<file path="src/rtl/pc_fetch_unit_if.sv">
// Instruction-memory fetch bus between the PC fetch unit and instruction memory.
interface pc_fetch_unit_if;
  logic        IMemReq;
  logic [63:0] IMemAddr;
  logic        IMemAck;
  logic [31:0] IMemData;

  // The fetch unit issues requests and receives data.
  modport master (
    output IMemReq,
    output IMemAddr,
    input  IMemAck,
    input  IMemData
  );

  // Instruction memory answers requests.
  modport slave (
    input  IMemReq,
    input  IMemAddr,
    output IMemAck,
    output IMemData
  );
endinterface

</file>
<file path="src/rtl/pc_fetch_unit.sv">
// Architectural PC holder and instruction-fetch handshake. Fetches the word at
// CurrentPC, presents it to decode until decode accepts it, then takes NextPC
// verbatim. A misaligned NextPC parks the unit in a terminal fault state.
module pc_fetch_unit #(
  parameter logic [63:0] START_PC = 64'h0
) (
  input  logic                   CLK,
  input  logic                   Reset_L,
  input  logic [63:0]            NextPC,
  input  logic                   Stall,
  pc_fetch_unit_if.master        imem,
  output logic [63:0]            CurrentPC,
  output logic [31:0]            Instruction,
  output logic                   InstrValid,
  output logic [31:0]            InstrCount,
  output logic                   MisalignFault
);

  typedef enum logic [1:0] {
    IDLE  = 2'd0,
    FETCH = 2'd1,
    HOLD  = 2'd2,
    FAULT = 2'd3
  } state_e;

  state_e      state_q, state_d;
  logic [63:0] pc_q, pc_d;
  logic [31:0] instr_q, instr_d;
  logic [31:0] count_q, count_d;
  logic        fault_q, fault_d;

  // State and datapath registers; reset returns everything to the IDLE values.
  always_ff @(posedge CLK or negedge Reset_L) begin
    if (!Reset_L) begin
      state_q <= IDLE;
      pc_q    <= START_PC;
      instr_q <= 32'h0;
      count_q <= 32'h0;
      fault_q <= 1'b0;
    end else begin
      state_q <= state_d;
      pc_q    <= pc_d;
      instr_q <= instr_d;
      count_q <= count_d;
      fault_q <= fault_d;
    end
  end

  // Next-state logic: capture on ack in FETCH, advance or trap in HOLD.
  always_comb begin
    state_d = state_q;
    pc_d    = pc_q;
    instr_d = instr_q;
    count_d = count_q;
    fault_d = fault_q;
    case (state_q)
      IDLE: begin
        state_d = FETCH;
      end
      FETCH: begin
        // IMemReq is high throughout FETCH, so ack alone qualifies the data.
        if (imem.IMemAck) begin
          instr_d = imem.IMemData;
          state_d = HOLD;
        end
      end
      HOLD: begin
        if (!Stall) begin
          pc_d    = NextPC;
          count_d = count_q + 32'd1;
          if (NextPC[1:0] != 2'b00) begin
            fault_d = 1'b1;
            state_d = FAULT;
          end else begin
            state_d = FETCH;
          end
        end
      end
      FAULT: begin
        state_d = FAULT;
      end
      default: begin
        state_d = IDLE;
      end
    endcase
  end

  // Outputs come from registers or a decode of the state register only.
  assign imem.IMemReq  = (state_q == FETCH);
  assign imem.IMemAddr = pc_q;
  assign CurrentPC     = pc_q;
  assign Instruction   = instr_q;
  assign InstrValid    = (state_q == HOLD);
  assign InstrCount    = count_q;
  assign MisalignFault = fault_q;

endmodule

</file>
<file path="src/flat_wrapper.sv">
// flat-port wrapper written by rule: the top's interface ports become plain ports
module pc_fetch_unit_flat 
#(
  parameter logic [63:0] START_PC = 64'h0
)
  (CLK, Reset_L, NextPC, Stall, CurrentPC, Instruction, InstrValid, InstrCount, MisalignFault, imem_IMemReq, imem_IMemAddr, imem_IMemAck, imem_IMemData);
  pc_fetch_unit_if imem_i ();
  input  logic CLK;
  input  logic Reset_L;
  input  logic [63:0] NextPC;
  input  logic Stall;
  output logic [63:0] CurrentPC;
  output logic [31:0] Instruction;
  output logic InstrValid;
  output logic [31:0] InstrCount;
  output logic MisalignFault;
  output wire logic [$bits(imem_i.IMemReq)-1:0] imem_IMemReq;
  output wire logic [$bits(imem_i.IMemAddr)-1:0] imem_IMemAddr;
  input wire logic [$bits(imem_i.IMemAck)-1:0] imem_IMemAck;
  input wire logic [$bits(imem_i.IMemData)-1:0] imem_IMemData;
  assign imem_IMemReq = imem_i.IMemReq;
  assign imem_IMemAddr = imem_i.IMemAddr;
  assign imem_i.IMemAck = imem_IMemAck;
  assign imem_i.IMemData = imem_IMemData;
  pc_fetch_unit #(.START_PC(START_PC)) u_core (.CLK(CLK), .Reset_L(Reset_L), .NextPC(NextPC), .Stall(Stall), .imem(imem_i), .CurrentPC(CurrentPC), .Instruction(Instruction), .InstrValid(InstrValid), .InstrCount(InstrCount), .MisalignFault(MisalignFault));
endmodule
</file>
<file path="config.mk">
export PLATFORM = sky130hd
export DESIGN_NAME = pc_fetch_unit_flat
export DESIGN_NICKNAME = d
export VERILOG_FILES = /design/src/rtl/pc_fetch_unit_if.sv /design/src/rtl/pc_fetch_unit.sv /design/src/flat_wrapper.sv
export SDC_FILE = /design/constraint.sdc
export NUM_CORES = 1
export LEC_CHECK = 0
export BUFFER_PORTS_ARGS = -buffer_cell sky130_fd_sc_hd__buf_4
export CELL_PAD_IN_SITES_DETAIL_PLACEMENT = 0
export CELL_PAD_IN_SITES_GLOBAL_PLACEMENT = 1
export CORE_UTILIZATION = 34
export CTS_CLUSTER_DIAMETER = 60
export DETAILED_ROUTE_END_ITERATION = 10
export GPL_TIMING_DRIVEN = 0
export PLACE_DENSITY = 0.82
export REMOVE_ABC_BUFFERS = 1
export SLEW_MARGIN = 15
export SYNTH_ARGS = -nofsm -noshare
export SYNTH_HDL_FRONTEND = slang
export SYNTH_SLANG_ARGS = --single-unit
</file>
<file path="constraint.sdc">
create_clock -name CLK -period 2 [get_ports CLK]
set_clock_uncertainty 0.1 [all_clocks]
set_input_delay 0.3 -clock CLK [delete_from_list [all_inputs] [get_ports CLK]]
set_output_delay 0.3 -clock CLK [all_outputs]
set_load 0.01 [all_outputs]
</file>
==> impl_results.html, run 1 <==
<table>
<tr><th>Metric</th><th>Value</th></tr>
<tr><th colspan="2">Run status</th></tr>
<tr><td>Result of the run</td><td>finished, final reports clean</td></tr>
<tr><th colspan="2">STA</th></tr>
<tr><td>Maximum clock frequency</td><td>0.527 GHz</td></tr>
<tr><td>Worst slew margin relative to its limit</td><td>0.492</td></tr>
<tr><td>Minimum clock period</td><td>1.90 ns</td></tr>
<tr><td>Crit share post-route</td><td>0.948</td></tr>
<tr><td>Slew Limit Fails</td><td>0</td></tr>
<tr><td>Unrepaired setup endpoints after global routing</td><td>false</td></tr>
<tr><td>Number of failing hold endpoints at the final stage</td><td>0</td></tr>
<tr><td>Endpoints failing setup</td><td>0</td></tr>
<tr><td>Post-layout worst setup margin</td><td>0.104 ns</td></tr>
<tr><td>Worst-Margin Slew</td><td>0.759 ns</td></tr>
<tr><th colspan="2">Power and ir drop</th></tr>
<tr><td>Final Total Pwr</td><td>8.11 mW</td></tr>
<tr><td>Power density of the placed cells</td><td>968 mW/mm^2</td></tr>
<tr><td>Max rail drop VDD</td><td>795 uV</td></tr>
<tr><td>Leakage dissipation</td><td>4.33 nW</td></tr>
<tr><th colspan="2">Finish</th></tr>
<tr><td>Final Non-Filler Cells</td><td>885</td></tr>
<tr><td>Final Net Count</td><td>758</td></tr>
<tr><td>Filler cell count in the final layout</td><td>1458</td></tr>
<tr><td>Layout Cell Area excl Fill</td><td>0.00838 sq mm</td></tr>
<tr><td>Fraction of layout instances using a drive strength above 1</td><td>0.662</td></tr>
<tr><td>Layout Area Growth over Synthesis</td><td>49.0%</td></tr>
<tr><td>Diodes inserted</td><td>0</td></tr>
<tr><th colspan="2">Die</th></tr>
<tr><td>Total number of placement rows</td><td>46</td></tr>
<tr><td>Initial standard-cell utilization of the core</td><td>0.351</td></tr>
<tr><td>Die extent in y</td><td>131 um</td></tr>
<tr><td>Number of I/O pins</td><td>295</td></tr>
<tr><td>Die outline width</td><td>131 um</td></tr>
<tr><td>Area of the core region</td><td>0.0160 sq mm</td></tr>
<tr><td>Area of the die</td><td>0.0171 sq mm</td></tr>
<tr><th colspan="2">Yosys</th></tr>
<tr><td>Mean cell area of the mapped netlist</td><td>13.8 sq um</td></tr>
<tr><td>Unique cell type count in the Yosys netlist</td><td>32</td></tr>
<tr><td>Leading register cell type out of synthesis</td><td>sky130_fd_sc_hd__dfrtp_1</td></tr>
<tr><td>Post-synth design cell area</td><td>0.00562 sq mm</td></tr>
<tr><td>Synth Register Bits</td><td>131</td></tr>
<tr><td>Seq/Total Area, Yosys</td><td>0.583</td></tr>
<tr><td>Yosys Warn Count</td><td>0</td></tr>
<tr><td>EDFF count, synth</td><td>0</td></tr>
<tr><td>Cell count after synthesis</td><td>408</td></tr>
<tr><td>Share of flip-flops with an asynchronous set or reset after synthesis</td><td>1.00</td></tr>
<tr><th colspan="2">Worst setup path</th></tr>
<tr><td>Critical path buffer and inverter count</td><td>0</td></tr>
<tr><td>Worst Path Required</td><td>2.19 ns</td></tr>
<tr><td>Crit path from</td><td>u_core.InstrCount[7]</td></tr>
<tr><td>Worst Setup Path Type</td><td>flop to flop</td></tr>
<tr><td>Arrival time at the worst endpoint</td><td>2.08 ns</td></tr>
<tr><td>Start of the worst register-to-register path</td><td>u_core.InstrCount[7]</td></tr>
<tr><td>Max stage delay on crit path</td><td>0.61 ns</td></tr>
<tr><td>Highest fanout seen on the critical path</td><td>7</td></tr>
<tr><td>Type of origin of the critical path</td><td>flop</td></tr>
<tr><td>Cell chain of the critical path</td><td>nand4_4 -&gt; or4_4 -&gt; nor2_4 -&gt; nand4_1 -&gt; xnor2_1</td></tr>
<tr><td>Element type at the critical path end</td><td>flop</td></tr>
<tr><td>Critical-path cell with the highest stage delay</td><td>sky130_fd_sc_hd__or4_4</td></tr>
<tr><td>Largest delay contributor family on the critical path</td><td>simple AND/OR/NAND/NOR gates</td></tr>
<tr><th colspan="2">Placement</th></tr>
<tr><td>Placed standard-cell area</td><td>0.00769 sq mm</td></tr>
<tr><td>Pre-CTS setup slack</td><td>-0.436 ns</td></tr>
<tr><td>Final estimated routing congestion in global placement</td><td>0.803</td></tr>
<tr><td>Total placed cells including tap cells</td><td>848</td></tr>
<tr><td>Post-detail-place hpwl</td><td>11100 um</td></tr>
<tr><td>IO Port Bufs</td><td>294</td></tr>
<tr><th colspan="2">Drt</th></tr>
<tr><td>Routed length per instance</td><td>16.4 um</td></tr>
<tr><td>Total number of vias</td><td>3953</td></tr>
<tr><td>Total wire length after detailed routing</td><td>14500 um</td></tr>
<tr><td>Number of nets still failing antenna checks after routing</td><td>0</td></tr>
<tr><td>Number of design-rule violations left by the first detailed-router iteration</td><td>112</td></tr>
<tr><td>Detailed-routing iteration count for the pre-antenna-repair pass</td><td>4</td></tr>
<tr><td>Via-per-instance ratio</td><td>4.47</td></tr>
<tr><td>Number of remaining DRC errors</td><td>0</td></tr>
<tr><th colspan="2">Global routing</th></tr>
<tr><td>Wire length of the first global-routing pass</td><td>21700 um</td></tr>
<tr><td>Global-route track usage on met3</td><td>0.0578</td></tr>
<tr><td>Met1 layer usage reported by global route</td><td>0.189</td></tr>
<tr><td>Pin count of the biggest net entering global routing</td><td>76</td></tr>
<tr><td>Antenna violations before repair</td><td>0</td></tr>
<tr><td>Total grt overflow</td><td>0</td></tr>
<tr><td>Global-route met2 utilization</td><td>0.306</td></tr>
<tr><td>Most Crowded Layer GR</td><td>met2</td></tr>
<tr><td>Number of global-route vias before repair</td><td>4109</td></tr>
<tr><td>Total global routing track utilization</td><td>0.170</td></tr>
<tr><th colspan="2">CTS</th></tr>
<tr><td>Total number of clock tree sinks</td><td>131</td></tr>
<tr><td>Clock buffer depth</td><td>2</td></tr>
<tr><td>TritonCTS clock tree</td><td>done</td></tr>
<tr><td>H-Tree Level Count</td><td>4</td></tr>
<tr><td>Clock-pin slew on the worst setup and hold paths</td><td>0.06 ns</td></tr>
<tr><td>Clock root buffer</td><td>sky130_fd_sc_hd__clkbuf_16</td></tr>
<tr><td>Clock latency on the worst-skew pair</td><td>0.40 ns</td></tr>
<tr><td>Number of buffers created by CTS</td><td>17</td></tr>
<tr><th colspan="2">Min path</th></tr>
<tr><td>Class of the most critical hold timing path</td><td>primary input to flop</td></tr>
<tr><td>Hold path startpoint</td><td>NextPC[19]</td></tr>
<tr><th colspan="2">Job</th></tr>
<tr><td>Number of maximum-capacitance violations</td><td>0</td></tr>
</table>
cells by family (layout without fill, tap and decap cells):
| family | Yosys count | after routing | synth area share |
|---|---|---|---|
| simple gates | 67 | 67 | 0.0728 |
| flops | 131 | 131 | 0.583 |
| buf+inv | 77 | 338 | 0.0948 |
| fa+ha+maj | 1 | 1 | 0.00223 |
| compound gates | 4 | 4 | 0.00445 |
| xor+xnor | 31 | 31 | 0.0483 |
| mux | 97 | 97 | 0.194 |
layer usage:
| metal | wire, um | vias to the layer above | share of wire |
|---|---|---|---|
| met5 | 0 | - | 0 |
| met3 | 917 | 12 | 0.063 |
| met2 | 8050 | 147 | 0.56 |
| met1 | 5380 | 1962 | 0.37 |
| li1 | - | 1832 | - |
| met4 | 137 | 0 | 0.0095 |
final cells by class:
cell class	count	area [sq um]	area share
inverter	2	7.51	0.000896
timing repair buffer	305	2360	0.282
clock inverter	13	185	0.0221
tap	216	270	0.0323
clock buffer	18	439	0.0524
sequential	131	3280	0.391
multi-input combinational	200	1840	0.219
placed cells by master, fill, tap and decap left out, types with 3 or more instances in the layout:
cell type / n
sky130_fd_sc_hd__xnor2_1: 15
sky130_fd_sc_hd__nor3_1: 5
sky130_fd_sc_hd__dlygate4sd3_1: 5
sky130_fd_sc_hd__clkbuf_16: 17
sky130_fd_sc_hd__mux2_2: 97
sky130_fd_sc_hd__nor2_1: 10
sky130_fd_sc_hd__nand3_1: 14
sky130_fd_sc_hd__buf_4: 295
sky130_fd_sc_hd__clkinvlp_4: 5
sky130_fd_sc_hd__nor3_2: 3
sky130_fd_sc_hd__xor2_1: 16
sky130_fd_sc_hd__nand2_1: 12
sky130_fd_sc_hd__nand4_1: 3
sky130_fd_sc_hd__dfrtp_1: 131
sky130_fd_sc_hd__bufinv_16: 4
through the flow:
stage | hold slack, ns | util | setup TNS [ns]
2_1_floorplan | -0.0956 | - | -151.94
3_3_place_gp | 0.359 | 0.473 | -267.60
3_5_place_dp | 0.197 | 0.480 | -12.76
4_1_cts | 0.0000940 | 0.523 | 0
5_1_grt | 0.000562 | 0.524 | 0
6_report | 0.0217 | 0.524 | 0
path summary, 6_finish.rpt:
kind | end | slack, ns | cells after the start
min in group asynchronous | u_core.CurrentPC[2] | 0.33 | 2
setup reg to reg | u_core.InstrCount[21] | 0.10 | 5
hold / removal | u_core.CurrentPC[19] | 0.02 | 2
hold reg to reg | u_core.InstrCount[31] | 0.37 | 1
max in group asynchronous | u_core.CurrentPC[1] | 0.71 | 3
setup / recovery | u_core.InstrCount[21] | 0.10 | 5
what timing repair did:
item,in CTS,in global routing
pin swaps,1,1
hold buffers,4,1
endpoints found under the setup margin,51,26
cloned,0,0
resized for setup,0,2
hold endpoints to repair,59,1
buffers inserted,2,0
sequential cells by signal, indices dropped and copies added, names as in the netlist:
name                  count
u_core.InstrCount        32
u_core.CurrentPC         64
u_core.state_q            2
u_core.Instruction       32
u_core.MisalignFault      1
cells in the mapped netlist (all sizes together) (2+ instances only):
cell type | instances | area [sq um]
nand2b | 2 | 12.5
xor2 | 16 | 140
and3 | 2 | 12.5
nand4 | 5 | 43.8
buf | 70 | 507
mux2 | 97 | 1090
or2 | 2 | 12.5
nor2 | 11 | 48.8
dfrtp | 131 | 3280
inv | 2 | 7.51
nor2b | 2 | 12.5
and4 | 2 | 17.5
o21ai | 2 | 10.0
nand3 | 14 | 70.1
xnor2 | 15 | 131
nand2 | 13 | 48.8
nor3 | 8 | 55.1
clkbuf | 5 | 18.8
power breakdown:
part / internal, mW / switching, mW / leakage (nW)
registers: 2.97 / 0.274 / 1.71
clock network: 2.11 / 1.13 / 0.290
logic: 0.975 / 0.653 / 2.33
Power figures use the tool's default switching activity.
==> run 2: changes to the inputs <==
- BUFFER_PORTS_ARGS: -buffer_cell sky130_fd_sc_hd__buf_4 -> -buffer_cell sky130_fd_sc_hd__buf_2
- GPL_TIMING_DRIVEN: 0 -> unset
==> run 2 against run 1 <==
Compared with the run above: first-iteration DRC count is 22% higher; total power is 3.7% lower; die area stayed put; clock power hardly changed; worst setup slack better by 0.062 ns; critical endpoint is now u_core.InstrCount[26].
==> impl_results.html, run 2 (synthesis results as in run 1) <==
<table>
<tr><th>Metric</th><th>Value</th></tr>
<tr><th colspan="2">Worst setup path</th></tr>
<tr><td>Worst Setup Path Type</td><td>flop to flop</td></tr>
<tr><td>Cell count of the worst reg-to-reg path</td><td>5</td></tr>
<tr><td>Capturing point of the worst reg2reg path</td><td>u_core.InstrCount[26]</td></tr>
<tr><td>Highest fanout seen on the critical path</td><td>6</td></tr>
<tr><td>Start of the worst register-to-register path</td><td>u_core.state_q[0]</td></tr>
<tr><td>Worst Path Required</td><td>2.22 ns</td></tr>
<tr><td>Setup slack of the worst register-to-register path</td><td>0.17 ns</td></tr>
<tr><td>Crit path from</td><td>u_core.state_q[0]</td></tr>
<tr><td>Element type at the critical path end</td><td>flop</td></tr>
<tr><td>Type of origin of the critical path</td><td>flop</td></tr>
<tr><td>Worst setup path end</td><td>u_core.InstrCount[26]</td></tr>
<tr><td>Arrival time at the worst endpoint</td><td>2.05 ns</td></tr>
<tr><th colspan="2">Finish</th></tr>
<tr><td>Most frequent standard cell in the layout excluding fill and tap cells</td><td>sky130_fd_sc_hd__buf_2</td></tr>
<tr><td>Fraction of layout instances using a drive strength above 1</td><td>0.631</td></tr>
<tr><td>Combined area of the multi-input logic cells</td><td>0.00182 sq mm</td></tr>
<tr><td>Filler cell count in the final layout</td><td>1473</td></tr>
<tr><td>Commonest non-fill, non-tap cells in the layout</td><td>sky130_fd_sc_hd__buf_2, sky130_fd_sc_hd__dfrtp_1, sky130_fd_sc_hd__mux2_2, sky130_fd_sc_hd__dlygate4sd3_1, sky130_fd_sc_hd__clkbuf_16</td></tr>
<tr><td>Layout Area Growth over Synthesis</td><td>42.5%</td></tr>
<tr><td>Final Net Count</td><td>801</td></tr>
<tr><td>Max reg flops</td><td>64</td></tr>
<tr><td>Sequential cell area</td><td>0.00328 sq mm</td></tr>
<tr><td>Diodes inserted</td><td>0</td></tr>
<tr><th colspan="2">Die</th></tr>
<tr><td>Number of I/O pins</td><td>295</td></tr>
<tr><td>Total number of placement rows</td><td>46</td></tr>
<tr><td>Die extent in y</td><td>131 um</td></tr>
<tr><td>Initial standard-cell utilization of the core</td><td>0.351</td></tr>
<tr><td>Area of the core region</td><td>0.0160 sq mm</td></tr>
<tr><td>Area of the die</td><td>0.0171 sq mm</td></tr>
<tr><td>Die outline width</td><td>131 um</td></tr>
<tr><th colspan="2">Global routing</th></tr>
<tr><td>Number of global-route vias before repair</td><td>4235</td></tr>
<tr><td>Total grt overflow</td><td>0</td></tr>
<tr><td>Pin count of the biggest net entering global routing</td><td>53</td></tr>
<tr><td>Antenna violations before repair</td><td>0</td></tr>
<tr><td>Wire length of the first global-routing pass</td><td>22100 um</td></tr>
<tr><td>Total global routing track utilization</td><td>0.172</td></tr>
<tr><th colspan="2">Placement</th></tr>
<tr><td>Post-detail-place hpwl</td><td>10700 um</td></tr>
<tr><td>IO Port Bufs</td><td>294</td></tr>
<tr><td>Final estimated routing congestion in global placement</td><td>0.803</td></tr>
<tr><th colspan="2">CTS</th></tr>
<tr><td>H-Tree Level Count</td><td>4</td></tr>
<tr><td>Clock buffer depth</td><td>2</td></tr>
<tr><td>TritonCTS clock tree</td><td>done</td></tr>
<tr><td>Clock-pin slew on the worst setup and hold paths</td><td>0.06 ns</td></tr>
<tr><td>Clock latency on the worst-skew pair</td><td>0.41 ns</td></tr>
<tr><td>Clock root buffer</td><td>sky130_fd_sc_hd__clkbuf_16</td></tr>
<tr><td>Quantity of gates resized following cts</td><td>0</td></tr>
<tr><td>Number of buffers created by CTS</td><td>17</td></tr>
<tr><td>Total number of clock tree sinks</td><td>131</td></tr>
<tr><th colspan="2">Run status</th></tr>
<tr><td>Result of the run</td><td>finished, final reports clean</td></tr>
<tr><th colspan="2">Drt</th></tr>
<tr><td>Via-per-instance ratio</td><td>4.47</td></tr>
<tr><td>Number of nets still failing antenna checks after routing</td><td>0</td></tr>
<tr><td>Total number of vias</td><td>4155</td></tr>
<tr><td>Detailed-routing iteration count for the pre-antenna-repair pass</td><td>4</td></tr>
<tr><td>Number of remaining DRC errors</td><td>0</td></tr>
<tr><td>Number of design-rule violations left by the first detailed-router iteration</td><td>137</td></tr>
<tr><td>Routed length per instance</td><td>15.6 um</td></tr>
<tr><td>Total wire length after detailed routing</td><td>14500 um</td></tr>
<tr><th colspan="2">Job</th></tr>
<tr><td>Number of maximum-capacitance violations</td><td>0</td></tr>
<tr><th colspan="2">Power and ir drop</th></tr>
<tr><td>Max rail drop VDD</td><td>500 uV</td></tr>
<tr><td>Final Total Pwr</td><td>7.81 mW</td></tr>
<tr><td>Leakage dissipation</td><td>4.36 nW</td></tr>
<tr><td>Power density of the placed cells</td><td>975 mW/mm^2</td></tr>
<tr><th colspan="2">STA</th></tr>
<tr><td>Minimum clock period</td><td>1.83 ns</td></tr>
<tr><td>Maximum clock frequency</td><td>0.545 GHz</td></tr>
<tr><td>Worst-Margin Slew</td><td>0.522 ns</td></tr>
<tr><td>Slew Limit Fails</td><td>0</td></tr>
<tr><td>Number of failing hold endpoints at the final stage</td><td>0</td></tr>
<tr><td>Endpoints failing setup</td><td>0</td></tr>
<tr><td>Worst slew margin relative to its limit</td><td>0.652</td></tr>
<tr><td>Crit share post-route</td><td>0.917</td></tr>
<tr><td>Minimum hold slack</td><td>0.0218 ns</td></tr>
<tr><td>Unrepaired setup endpoints after global routing</td><td>false</td></tr>
<tr><th colspan="2">Min path</th></tr>
<tr><td>Class of the most critical hold timing path</td><td>primary input to flop</td></tr>
</table>
run 2: worst max-delay path: stages, from the launching register on:
cell,delay [ns]
sky130_fd_sc_hd__dfrtp_1,0.43
sky130_fd_sc_hd__nor3b_4,0.30
sky130_fd_sc_hd__and4_1,0.36
sky130_fd_sc_hd__nand3b_2,0.21
sky130_fd_sc_hd__nor3_2,0.17
sky130_fd_sc_hd__xor2_1,0.19
run 2: worst min-delay path by stage:
stage	startpoint	end	slack, ns	cells after the start
2_1_floorplan	Reset_L	u_core.CurrentPC[0]	-0.1	0
3_5_place_dp	Reset_L	u_core.InstrCount[16]	0.18	1
4_1_cts	imem_IMemData[23]	u_core.Instruction[23]	0.00002	2
5_1_grt	imem_IMemData[29]	u_core.Instruction[29]	0.0006	2
3_3_place_gp	Reset_L	u_core.InstrCount[10]	0.18	1
6_report	NextPC[61]	u_core.CurrentPC[61]	0.02	2
run 2: final cells by class:
cell class | count | area share
Sequential cell | 131 | 0.409
Timing Repair Buffer | 348 | 0.251
Multi-Input combinational cell | 200 | 0.227
Clock buffer | 19 | 0.0566
Tap cell | 216 | 0.0337
Clock inverter | 13 | 0.0216
Inverter | 2 | 0.000937
run 2: what timing repair did:
action | in CTS | in global routing
hold buffers | 41 | 0
buffers inserted | 0 | 0
endpoints found under the hold margin | 87 | 0
run 2: per-stage QoR:
stage                     setup TNS (ns)  worst slack, ns  instances  cell area [sq um]  utilization
final                                  0            0.166        929               8010        0.501
after global placement                 0            0.209        856               6970        0.436
after CTS                              0            0.152        929               8010        0.501
after detailed placement               0            0.147        856               6970        0.436
after floorplan                  -151.94            -2.32        333               5100            -
after global routing                   0           0.0337        929               8010        0.501
run 2: routing by layer:
layer / wire length (um) / vias to the layer above / GRT usage
met4: 223 / 0 / 0.0656
met2: 7710 / 152 / 0.290
li1: - / 1917 / -
met1: 5720 / 2069 / 0.206
met3: 866 / 17 / 0.0509
met5: 0 / - / 0
run 2: report_power, final:
| part | leakage [nW] | total, mW | switching, mW | internal, mW |
|---|---|---|---|---|
| clock | 0.293 | 3.25 | 1.20 | 2.04 |
| combinational | 2.36 | 1.36 | 0.666 | 0.693 |
| sequential | 1.71 | 3.21 | 0.236 | 2.97 |
| total | 4.36 | 7.81 | 2.10 | 5.71 |
